==> src/rtl/ws2812_rx_decoder_if.sv <==
// Signal bundle between the WS2812 serial line and the decoder's word/frame outputs.
// The decoder takes the master side; whoever drives the line and consumes words takes slave.
interface ws2812_rx_decoder_if #(
  parameter int PIX_W = 8
);
  logic             din;
  logic [23:0]      rgb_data;
  logic             rgb_valid;
  logic             frame_start;
  logic             frame_done;
  logic [PIX_W-1:0] pixel_cnt;
  logic             err;
  logic             busy;

  modport master (
    input  din,
    output rgb_data, rgb_valid, frame_start, frame_done, pixel_cnt, err, busy
  );

  modport slave (
    output din,
    input  rgb_data, rgb_valid, frame_start, frame_done, pixel_cnt, err, busy
  );
endinterface

==> src/rtl/ws2812_rx_decoder.sv <==
// WS2812 NRZ receiver: decodes bits by high-pulse width into MSB-first 24-bit words,
// with frame start/end detection on the reset gap and protocol error reporting.
module ws2812_rx_decoder #(
  parameter int BIT_THRESH = 30,
  parameter int MIN_HIGH   = 5,
  parameter int MAX_HIGH   = 100,
  parameter int RESET_CYC  = 2500,
  parameter int PIX_W      = 8
) (
  input logic                 clk,
  input logic                 rst,
  ws2812_rx_decoder_if.master bus
);

  localparam int HW = $clog2(MAX_HIGH + 1);
  localparam int LW = $clog2(RESET_CYC + 1);

  localparam logic [HW-1:0]    H_ONE = {{(HW-1){1'b0}}, 1'b1};
  localparam logic [HW-1:0]    H_MAX = HW'(MAX_HIGH);
  localparam logic [HW-1:0]    H_MIN = HW'(MIN_HIGH);
  localparam logic [HW-1:0]    H_THR = HW'(BIT_THRESH);
  localparam logic [LW-1:0]    L_ONE = {{(LW-1){1'b0}}, 1'b1};
  localparam logic [LW-1:0]    L_MAX = LW'(RESET_CYC);
  localparam logic [PIX_W-1:0] P_ONE = {{(PIX_W-1){1'b0}}, 1'b1};
  localparam logic [PIX_W-1:0] P_MAX = {PIX_W{1'b1}};

  typedef enum logic [1:0] {
    SYNC  = 2'd0,
    ARMED = 2'd1,
    HIGH  = 2'd2,
    GAP   = 2'd3
  } state_t;

  state_t           state_r, state_s;
  logic             d1_r, d2_r, d3_r;
  logic             rise_s, fall_s, bit_s;
  logic [HW-1:0]    hcnt_r, hcnt_s;
  logic [LW-1:0]    lcnt_r, lcnt_s;
  logic [23:0]      shift_r, shift_s;
  logic [4:0]       bit_cnt_r, bit_cnt_s;
  logic [23:0]      rgb_data_r, rgb_data_s;
  logic [PIX_W-1:0] pixel_cnt_r, pixel_cnt_s;
  logic             rgb_valid_r, rgb_valid_s;
  logic             frame_start_r, frame_start_s;
  logic             frame_done_r, frame_done_s;
  logic             err_r, err_s;
  logic             busy_r, busy_s;

  // Two-flop synchroniser for the asynchronous line plus one delay stage for edge detect
  always_ff @(posedge clk or posedge rst) begin
    if (rst) begin
      d1_r <= 1'b0;
      d2_r <= 1'b0;
      d3_r <= 1'b0;
    end else begin
      d1_r <= bus.din;
      d2_r <= d1_r;
      d3_r <= d2_r;
    end
  end

  assign rise_s = d2_r & ~d3_r;
  assign fall_s = ~d2_r & d3_r;

  // hcnt includes the current high cycle and holds through the low phase so the fall
  // cycle still sees the completed pulse width; both counters saturate.
  assign hcnt_s = d2_r ? (d3_r ? ((hcnt_r == H_MAX) ? hcnt_r : hcnt_r + H_ONE) : H_ONE)
                       : hcnt_r;
  assign lcnt_s = d2_r ? {LW{1'b0}} : ((lcnt_r == L_MAX) ? lcnt_r : lcnt_r + L_ONE);
  assign bit_s  = (hcnt_r >= H_THR);

  // Next-state and next-output decode
  always_comb begin
    state_s       = state_r;
    shift_s       = shift_r;
    bit_cnt_s     = bit_cnt_r;
    rgb_data_s    = rgb_data_r;
    pixel_cnt_s   = pixel_cnt_r;
    busy_s        = busy_r;
    rgb_valid_s   = 1'b0;
    frame_start_s = 1'b0;
    frame_done_s  = 1'b0;
    err_s         = 1'b0;

    case (state_r)
      SYNC: begin
        if (lcnt_s == L_MAX) begin
          state_s = ARMED;
        end else begin
          state_s = SYNC;
        end
      end
      ARMED: begin
        if (rise_s) begin
          state_s       = HIGH;
          frame_start_s = 1'b1;
          busy_s        = 1'b1;
          pixel_cnt_s   = {PIX_W{1'b0}};
          bit_cnt_s     = 5'd0;
          shift_s       = 24'd0;
        end else begin
          state_s = ARMED;
        end
      end
      HIGH: begin
        if (d2_r && (hcnt_s == H_MAX)) begin
          state_s = SYNC;
          err_s   = 1'b1;
          busy_s  = 1'b0;
        end else if (fall_s && (hcnt_r < H_MIN)) begin
          state_s = SYNC;
          err_s   = 1'b1;
          busy_s  = 1'b0;
        end else if (fall_s) begin
          state_s = GAP;
          shift_s = {shift_r[22:0], bit_s};
          if (bit_cnt_r == 5'd23) begin
            rgb_data_s  = {shift_r[22:0], bit_s};
            rgb_valid_s = 1'b1;
            bit_cnt_s   = 5'd0;
            pixel_cnt_s = (pixel_cnt_r == P_MAX) ? pixel_cnt_r : pixel_cnt_r + P_ONE;
          end else begin
            bit_cnt_s = bit_cnt_r + 5'd1;
          end
        end else begin
          state_s = HIGH;
        end
      end
      GAP: begin
        if (rise_s) begin
          state_s = HIGH;
        end else if (lcnt_s == L_MAX) begin
          // A leftover partial word is dropped; rgb_data keeps the last full word.
          state_s      = ARMED;
          frame_done_s = 1'b1;
          busy_s       = 1'b0;
          err_s        = (bit_cnt_r != 5'd0);
        end else begin
          state_s = GAP;
        end
      end
      default: begin
        state_s = SYNC;
        busy_s  = 1'b0;
      end
    endcase
  end

  // State, datapath and output registers
  always_ff @(posedge clk or posedge rst) begin
    if (rst) begin
      state_r       <= SYNC;
      hcnt_r        <= {HW{1'b0}};
      lcnt_r        <= {LW{1'b0}};
      shift_r       <= 24'd0;
      bit_cnt_r     <= 5'd0;
      rgb_data_r    <= 24'd0;
      pixel_cnt_r   <= {PIX_W{1'b0}};
      rgb_valid_r   <= 1'b0;
      frame_start_r <= 1'b0;
      frame_done_r  <= 1'b0;
      err_r         <= 1'b0;
      busy_r        <= 1'b0;
    end else begin
      state_r       <= state_s;
      hcnt_r        <= hcnt_s;
      lcnt_r        <= lcnt_s;
      shift_r       <= shift_s;
      bit_cnt_r     <= bit_cnt_s;
      rgb_data_r    <= rgb_data_s;
      pixel_cnt_r   <= pixel_cnt_s;
      rgb_valid_r   <= rgb_valid_s;
      frame_start_r <= frame_start_s;
      frame_done_r  <= frame_done_s;
      err_r         <= err_s;
      busy_r        <= busy_s;
    end
  end

  assign bus.rgb_data    = rgb_data_r;
  assign bus.rgb_valid   = rgb_valid_r;
  assign bus.frame_start = frame_start_r;
  assign bus.frame_done  = frame_done_r;
  assign bus.pixel_cnt   = pixel_cnt_r;
  assign bus.err         = err_r;
  assign bus.busy        = busy_r;

endmodule

==> src/flat_wrapper.sv <==
// flat-port wrapper written by rule: the top's interface ports become plain ports
module ws2812_rx_decoder_flat 
#(
  parameter int BIT_THRESH = 30,
  parameter int MIN_HIGH   = 5,
  parameter int MAX_HIGH   = 100,
  parameter int RESET_CYC  = 2500,
  parameter int PIX_W      = 8
)
  (clk, rst, bus_din, bus_rgb_data, bus_rgb_valid, bus_frame_start, bus_frame_done, bus_pixel_cnt, bus_err, bus_busy);
  ws2812_rx_decoder_if #(.PIX_W(PIX_W)) bus_i ();
  input logic clk;
  input logic rst;
  input wire logic [$bits(bus_i.din)-1:0] bus_din;
  output wire logic [$bits(bus_i.rgb_data)-1:0] bus_rgb_data;
  output wire logic [$bits(bus_i.rgb_valid)-1:0] bus_rgb_valid;
  output wire logic [$bits(bus_i.frame_start)-1:0] bus_frame_start;
  output wire logic [$bits(bus_i.frame_done)-1:0] bus_frame_done;
  output wire logic [$bits(bus_i.pixel_cnt)-1:0] bus_pixel_cnt;
  output wire logic [$bits(bus_i.err)-1:0] bus_err;
  output wire logic [$bits(bus_i.busy)-1:0] bus_busy;
  assign bus_i.din = bus_din;
  assign bus_rgb_data = bus_i.rgb_data;
  assign bus_rgb_valid = bus_i.rgb_valid;
  assign bus_frame_start = bus_i.frame_start;
  assign bus_frame_done = bus_i.frame_done;
  assign bus_pixel_cnt = bus_i.pixel_cnt;
  assign bus_err = bus_i.err;
  assign bus_busy = bus_i.busy;
  ws2812_rx_decoder #(.BIT_THRESH(BIT_THRESH), .MIN_HIGH(MIN_HIGH), .MAX_HIGH(MAX_HIGH), .RESET_CYC(RESET_CYC), .PIX_W(PIX_W)) u_core (.clk(clk), .rst(rst), .bus(bus_i));
endmodule
==> config.mk <==
export PLATFORM = sky130hd
export DESIGN_NAME = ws2812_rx_decoder_flat
export DESIGN_NICKNAME = d
export VERILOG_FILES = /design/src/rtl/ws2812_rx_decoder_if.sv /design/src/rtl/ws2812_rx_decoder.sv /design/src/flat_wrapper.sv
export SDC_FILE = /design/constraint.sdc
export NUM_CORES = 1
export LEC_CHECK = 0
export ABC_AREA = 0
export BUFFER_PORTS_ARGS = -buffer_cell sky130_fd_sc_hd__buf_2
export CAP_MARGIN = 20
export CELL_PAD_IN_SITES_DETAIL_PLACEMENT = 0
export CELL_PAD_IN_SITES_GLOBAL_PLACEMENT = 1
export CORE_ASPECT_RATIO = 0.75
export CORE_MARGIN = 1.5
export CORE_UTILIZATION = 40
export CTS_BUF_LIST = sky130_fd_sc_hd__clkbuf_16
export CTS_CLUSTER_SIZE = 30
export DETAILED_ROUTE_END_ITERATION = 16
export PLACE_DENSITY_LB_ADDON = 0.1
export SLEW_MARGIN = 20
export SYNTH_ARGS = -nofsm -noshare
export SYNTH_HDL_FRONTEND = slang
export SYNTH_SLANG_ARGS = --single-unit
==> constraint.sdc <==
create_clock -name clk -period 3.45 [get_ports clk]
set_input_delay 0.69 -clock clk [delete_from_list [all_inputs] [get_ports clk]]
set_output_delay 0.69 -clock clk [all_outputs]
set_load 0.03 [all_outputs]
==> flow_metrics.py, run 1 <==
metrics = {
    "synth": {
        "seq_area_frac_synth": 0.540,
        "ys_warn_count": 0,
        "synth_area_um2": 4130,
        "ys_ff_latch": 89,
        "async_reset_ff_frac": 1.00,
        "synth.top_cells.by_count": "dfrtp_1 (89), nand2_1 (63), nand3_1 (45)",
        "synth_edf_count": 0,
        "ys.flop_type": "dfrtp_1",
        "synth.most_common_cell": "dfrtp_1",
        "yosysTopAreaCell": "dfrtp_1",
        "yosysUniqueCellTypes": 56,
        "syn_area_per_cell_um2": 10.3,
        "netlist_instances": 400,
        "synth_top_area_share": 0.540,
        "synthTopCellsByArea": "dfrtp_1 (54%), mux2_2 (6.5%), nand2_1 (5.7%)",
        "synth_nets": 411,
    },
    "detailed_routing": {
        "drt_iter0_drc": 184,
        "drcViolationCount": 0,
        "dr.pass1.iters": 5,
        "wl_mm": 8.20,
        "routedWlPerCell_um": 14.3,
        "vias_per_cell": 5.14,
        "ant_nets": 0,
        "via_count": 2945,
    },
    "outcome": {
        "status": "complete, no violations",
    },
    "critical_path": {
        "path_class": "reg2reg",
        "crit_required_ns": 3.69,
        "crit_fanout": 25,
        "end_kind": "register",
        "critPathBufInv": 1,
        "cpMaxStageDelayCell": "dfrtp_1",
        "crit_path_start_kind": "register",
        "worst_r2r_path_depth": 7,
        "slowest_delay_ns": 0.54,
        "cp_num_cells": 7,
        "startpoint": "u_core.d2_r",
        "cp_cell_sequence": "nor2b_1 -> nand2_1 -> or2_2 -> clkinv_1 -> nor2_1 -> o21ai_0 -> o31ai_1",
        "r2r-start": "u_core.d2_r",
        "r2r_end": "u_core.bit_cnt_r[4]",
        "path_delay_family": "simple AND/OR/NAND/NOR gates",
        "crit_arrival_ns": 2.73,
        "reg2reg_slack_ns": 0.96,
    },
    "pwr": {
        "switchingPower_mw": 0.526,
        "vdd_drop_max_mv": 0.283,
        "p_per_area_nw_per_um2": 461,
        "p_int_mw": 1.67,
        "clkPwrFrac": 0.450,
        "switching_share": 0.240,
        "combPwrFrac": 0.053,
        "pwr-share-seq": 0.497,
        "p_leak_nw": 2.38,
    },
    "global_route": {
        "antenna_found_initial": 0,
        "overflow": 0,
        "grt_pass1_vias": 2865,
        "grt_pass1_wl_mm": 14.4,
        "grt_util_all_layers": 0.166,
        "grt_max_degree": 52,
    },
    "timing": {
        "slew-limit-headroom": 0.609,
        "final_max_slew_viol_count": 0,
        "finalHoldViolations": 0,
        "clock-skew-final_ns": 0.00701,
        "post-route-min-period_ns": 2.49,
        "rsz0062_at_grt": "false",
        "max_freq_ghz": 0.401,
        "setup_viol": 0,
        "period_share": 0.722,
        "setup_tns_ns": 0,
        "worst_pin_slew_ns": 0.585,
    },
    "clock_network": {
        "root_buffer": "clkbuf_16",
        "htreeDepth": 3,
        "cts_tree": "built",
        "holdBufCountCts": 0,
        "cts_resized": 0,
        "insertion_delay_ns": 0.33,
        "cts_made_buffers": 9,
        "cts_setup_buffers": 0,
        "clkTransAtPathRegs_ns": 0.07,
        "clockBufferDepth": 2,
        "clock-sinks": 89,
    },
    "floorplanning": {
        "row_count": 31,
        "initial_utilization": 0.419,
        "die_h_um": 91.0,
        "die-area_um2": 10900,
        "pin_count": 40,
        "die_w_um": 120,
        "core_area_um2": 9850,
    },
    "layout": {
        "area_growth_pct": 15.3,
        "drive_gt1_frac": 0.220,
        "final_nets": 447,
        "n_antenna_cell": 0,
        "fin_area_um2": 4760,
    },
    "placement": {
        "dpl.hpwl_mm": 5.63,
        "gp_congestion": 0.800,
        "port-buffer-count": 39,
        "place_area_um2": 4460,
    },
    "run": {
        "cap_violations": 0,
    },
    "min_path": {
        "worst_hold_path_type": "in2async",
    },
}
-- placed cells by master (no fill, tap or decap), types with 2 or more instances in the layout --
master,Yosys,final
a211oi_1,3,2
a21boi_1,2,2
a21oi_1,8,8
a31oi_1,2,2
and3_1,6,6
buf_2,4,39
buf_4,0,6
clkbuf_16,0,9
clkinv_2,0,2
clkinvlp_4,0,2
dfrtp_1,89,89
ha_1,8,8
inv_1,13,12
inv_6,0,3
mux2_2,24,24
nand2_1,63,63
nand2b_1,4,4
nand3_1,45,45
nand4_1,5,5
nand4b_1,3,3
nor2_1,29,29
nor2b_1,4,4
nor3_1,2,2
nor4_1,3,3
o211ai_1,3,3
o21ai_0,14,14
o31ai_1,3,3
o31ai_2,2,2
or3_1,3,3
xnor2_1,10,10
xor2_1,5,5
-- state kept, by name, indices dropped and copies added (netlist names), 2 cells and up --
name                  flops
u_core.bit_cnt_r          5
u_core.bus.pixel_cnt      8
u_core.bus.rgb_data      24
u_core.hcnt_r             7
u_core.lcnt_r            12
u_core.shift_r           23
u_core.state_r            2
-- how the worst max path moves through the flow --
stage               slack [ns]                  end
floorplan                 0.45  u_core.bit_cnt_r[0]
global placement          0.98  u_core.bit_cnt_r[4]
detailed placement        0.91  u_core.bit_cnt_r[4]
CTS                       0.91  u_core.bit_cnt_r[4]
global route              0.67  u_core.bit_cnt_r[0]
finish                    0.96  u_core.bit_cnt_r[4]
-- logic make-up (layout without fill, tap and decap cells) --
kind of cell | Yosys count | in the layout | synth area share
fa+ha+maj | 8 | 8 | 0.0243
buf+inv | 35 | 76 | 0.0370
flops | 89 | 89 | 0.540
simple gates | 180 | 180 | 0.218
compound gates | 48 | 48 | 0.0818
xor+xnor | 15 | 15 | 0.0318
mux | 25 | 25 | 0.0679
-- per-stage QoR --
stage,total power [mW],instances,setup WS (ns),utilization,hold WS [ns]
floorplan,1.19,400,0.453,-,0.331
global placement,1.23,557,0.978,0.453,0.387
detailed placement,1.23,557,0.911,0.453,0.385
CTS,2.23,573,0.908,0.483,0.353
global route,2.29,573,0.666,0.483,0.363
finish,2.20,573,0.959,0.483,0.340
-- power by group through the flow --
stage / clock network, mW / registers [mW] / logic [mW]
finish: 0.988 / 1.09 / 0.116
global route: 1.06 / 1.09 / 0.134
CTS: 1.02 / 1.09 / 0.118
detailed placement: 0 / 1.11 / 0.118
global placement: 0 / 1.11 / 0.118
floorplan: 0 / 1.09 / 0.0921
-- per-layer routing --
metal / up-vias / GRT usage / part of all wire
met2: 58 / 0.233 / 0.42
met1: 1431 / 0.256 / 0.54
li1: 1456 / - / -
met5: - / 0 / 0
met4: 0 / 0.0353 / 0
met3: 0 / 0.0440 / 0.040
-- cell type report --
| type | count | area, um^2 |
|---|---|---|
| clock inverter | 7 | 76.3 |
| multi-input combinational | 276 | 1750 |
| sequential | 89 | 2230 |
| clock buffer | 9 | 225 |
| tap | 132 | 165 |
| timing repair buffer | 46 | 260 |
| inverter | 14 | 53.8 |
| fill | 937 | 5090 |
Power figures use the tool's default switching activity.
==> run 2: changes to the inputs <==
--- a/config.mk
+++ b/config.mk
@@ -5,7 +5,7 @@
 export SDC_FILE = /design/constraint.sdc
 export NUM_CORES = 1
 export LEC_CHECK = 0
-export ABC_AREA = 0
+export ABC_AREA = 1
 export BUFFER_PORTS_ARGS = -buffer_cell sky130_fd_sc_hd__buf_2
 export CAP_MARGIN = 20
 export CELL_PAD_IN_SITES_DETAIL_PLACEMENT = 0
==> constraint.sdc (replaced) <==
create_clock -name clk -period 2.39 [get_ports clk]
set_input_delay 0.478 -clock clk [delete_from_list [all_inputs] [get_ports clk]]
set_output_delay 0.478 -clock clk [all_outputs]
set_load 0.03 [all_outputs]
==> flow_metrics.py, run 2 <==
metrics = {
    "clock_network": {
        "clockBufferDepth": 2,
        "cts_resized": 0,
        "insertion_delay_ns": 0.34,
        "htreeDepth": 3,
        "holdBufCountCts": 0,
        "root_buffer": "clkbuf_16",
        "cts_setup_buffers": 0,
        "cts_tree": "built",
        "cts_made_buffers": 9,
        "clkTransAtPathRegs_ns": 0.06,
        "clock-sinks": 89,
    },
    "timing": {
        "hold_slack_ns": 0.254,
        "worst_pin_slew_ns": 0.737,
        "setup_viol": 0,
        "setup_slack_ns": 0.342,
        "finalHoldViolations": 0,
        "rsz0062_at_grt": "false",
        "final_max_slew_viol_count": 0,
        "slew-limit-headroom": 0.508,
        "setup_tns_ns": 0,
        "period_share": 0.857,
        "max_freq_ghz": 0.488,
        "post-route-min-period_ns": 2.05,
        "clock-skew-final_ns": 0.00746,
    },
    "placement": {
        "dp_slack_ns": 0.385,
        "port-buffer-count": 39,
        "place_area_um2": 4540,
        "dp.cells": 651,
        "dpl.hpwl_mm": 6.32,
        "gp_congestion": 0.828,
    },
    "pwr": {
        "p_leak_nw": 2.43,
        "power_mw": 3.16,
        "p_per_area_nw_per_um2": 653,
        "vdd_drop_max_mv": 0.364,
    },
    "global_route": {
        "busiest_layer": "met1",
        "grt_max_degree": 49,
        "grt_pass1_wl_mm": 15.0,
        "met3_usage": 0.0415,
        "grt_pass1_vias": 2985,
        "antenna_found_initial": 0,
        "grt_use_met1": 0.267,
        "gr-usage-met2": 0.242,
        "grt_util_all_layers": 0.174,
        "overflow": 0,
    },
    "detailed_routing": {
        "dr.pass1.iters": 4,
        "vias_per_cell": 4.87,
        "routedWlPerCell_um": 13.1,
        "drcViolationCount": 0,
        "wl_mm": 8.72,
        "via_count": 3245,
        "drt_iter0_drc": 167,
        "ant_nets": 0,
    },
    "synth": {
        "synth_area_um2": 4170,
        "async_reset_ff_frac": 1.00,
        "ys_ff_latch": 89,
        "synth_top_area_share": 0.535,
        "ys.flop_type": "dfrtp_1",
        "synthTopCellsByArea": "dfrtp_1 (53%), nand2_1 (9.5%), inv_1 (6.0%)",
        "yosysUniqueCellTypes": 35,
        "yosysTopAreaCell": "dfrtp_1",
        "netlist_instances": 482,
        "synth.most_common_cell": "nand2_1",
        "synth_edf_count": 0,
        "seq_area_frac_synth": 0.535,
        "ys_warn_count": 0,
        "synth_nets": 493,
        "synth.top_cells.by_count": "nand2_1 (105), dfrtp_1 (89), inv_1 (67)",
        "syn_area_per_cell_um2": 8.64,
    },
    "floorplanning": {
        "row_count": 32,
        "die-area_um2": 11000,
        "core_area_um2": 10200,
        "initial_utilization": 0.408,
        "die_w_um": 121,
        "pin_count": 40,
        "die_h_um": 91.4,
    },
    "layout": {
        "multi_input_area_um2": 1590,
        "final_cells": 666,
        "largest_reg_flops": 24,
        "final_common_cell": "nand2_1",
        "area_growth_pct": 16.2,
        "utilization": 0.474,
        "fin_area_um2": 4840,
        "mostFrequentLayoutCells": "nand2_1 (105), dfrtp_1 (89), inv_1 (66)",
        "final_nets": 537,
        "regArea_um2": 2230,
        "nFillCells": 1003,
        "n_antenna_cell": 0,
        "drive_gt1_frac": 0.170,
    },
    "outcome": {
        "status": "complete, no violations",
    },
    "run": {
        "cap_violations": 0,
    },
    "critical_path": {
        "crit_arrival_ns": 2.28,
        "crit_path_start_kind": "register",
        "crit_required_ns": 2.62,
        "crit_fanout": 7,
        "path_class": "reg2reg",
        "end_kind": "register",
    },
    "min_path": {
        "worst_hold_path_type": "in2reg",
    },
}
==> run 2: cell types whose count changed after synthesis, sizes merged, moves of 5 or more <==
cell    before  now
mux2        24    0
clkbuf      11    6
nand2       63  111
inv         13   73
o21ai       15   35
o22ai        1   20
and3         6    0
nand3       45   37
xnor2       10    2
nand4        5   12
nor2        29   47
==> run 2: layout make-up <==
cell class,instances,area share
clock buffers,9,0.0465
clock inverters,6,0.0150
inverters,73,0.0574
multi-input cells,306,0.328
flip-flops and latches,89,0.460
well taps,136,0.0352
repair buffers,47,0.0579
==> run 2: cells by family after synthesis <==
group                      after synthesis  share of synthesized area
buffers and inverters                   87                     0.0844
xor gates and xnor gates                 8                     0.0168
AOI/OAI and AO/OA                       73                     0.0979
and+or+nand+nor                        217                      0.242
DFF                                     89                      0.535
adders and majority gates                8                     0.0240
==> run 2: layer usage <==
layer	vias up	share of wire	wire length (um)
met5	-	0	0
met4	0	0.0084	73
met3	8	0.041	359
met2	70	0.41	3570
met1	1523	0.54	4720
li1	1644	-	-
==> run 2: power by group <==
group,internal (mW),total [mW],switching (mW)
registers,1.53,1.56,0.0348
logic,0.0611,0.177,0.116
clock network,0.819,1.42,0.601
==> run 2: path summary, 6_finish.rpt <==
| check | start | endpoint | slack (ns) | cells after the start |
|---|---|---|---|---|
| worst max-delay path | u_core.lcnt_r[0] | u_core.bus.busy | 0.34 | 13 |
| worst min-delay path | bus_din | u_core.d1_r | 0.25 | 1 |
| worst max register to register | u_core.lcnt_r[0] | u_core.bus.busy | 0.34 | 13 |
| worst min register to register | u_core.d1_r | u_core.d2_r | 0.39 | 0 |
| max in group asynchronous | rst | u_core.shift_r[15] | 1.53 | 3 |
| min in group asynchronous | rst | u_core.bus.rgb_data[3] | 0.26 | 2 |
==> run 2: critical path: stages (launching register included) <==
cell and delay (ns):
dfrtp_1 0.46, inv_1 0.19, ha_1 0.21, nand3_1 0.09, nor2_1 0.14, nand3_1 0.09
nand3_1 0.16, nand2_1 0.07, nor2_1 0.20, nand3_2 0.11, nand2_2 0.08, nand3_1 0.06
nand2_1 0.06, inv_1 0.03
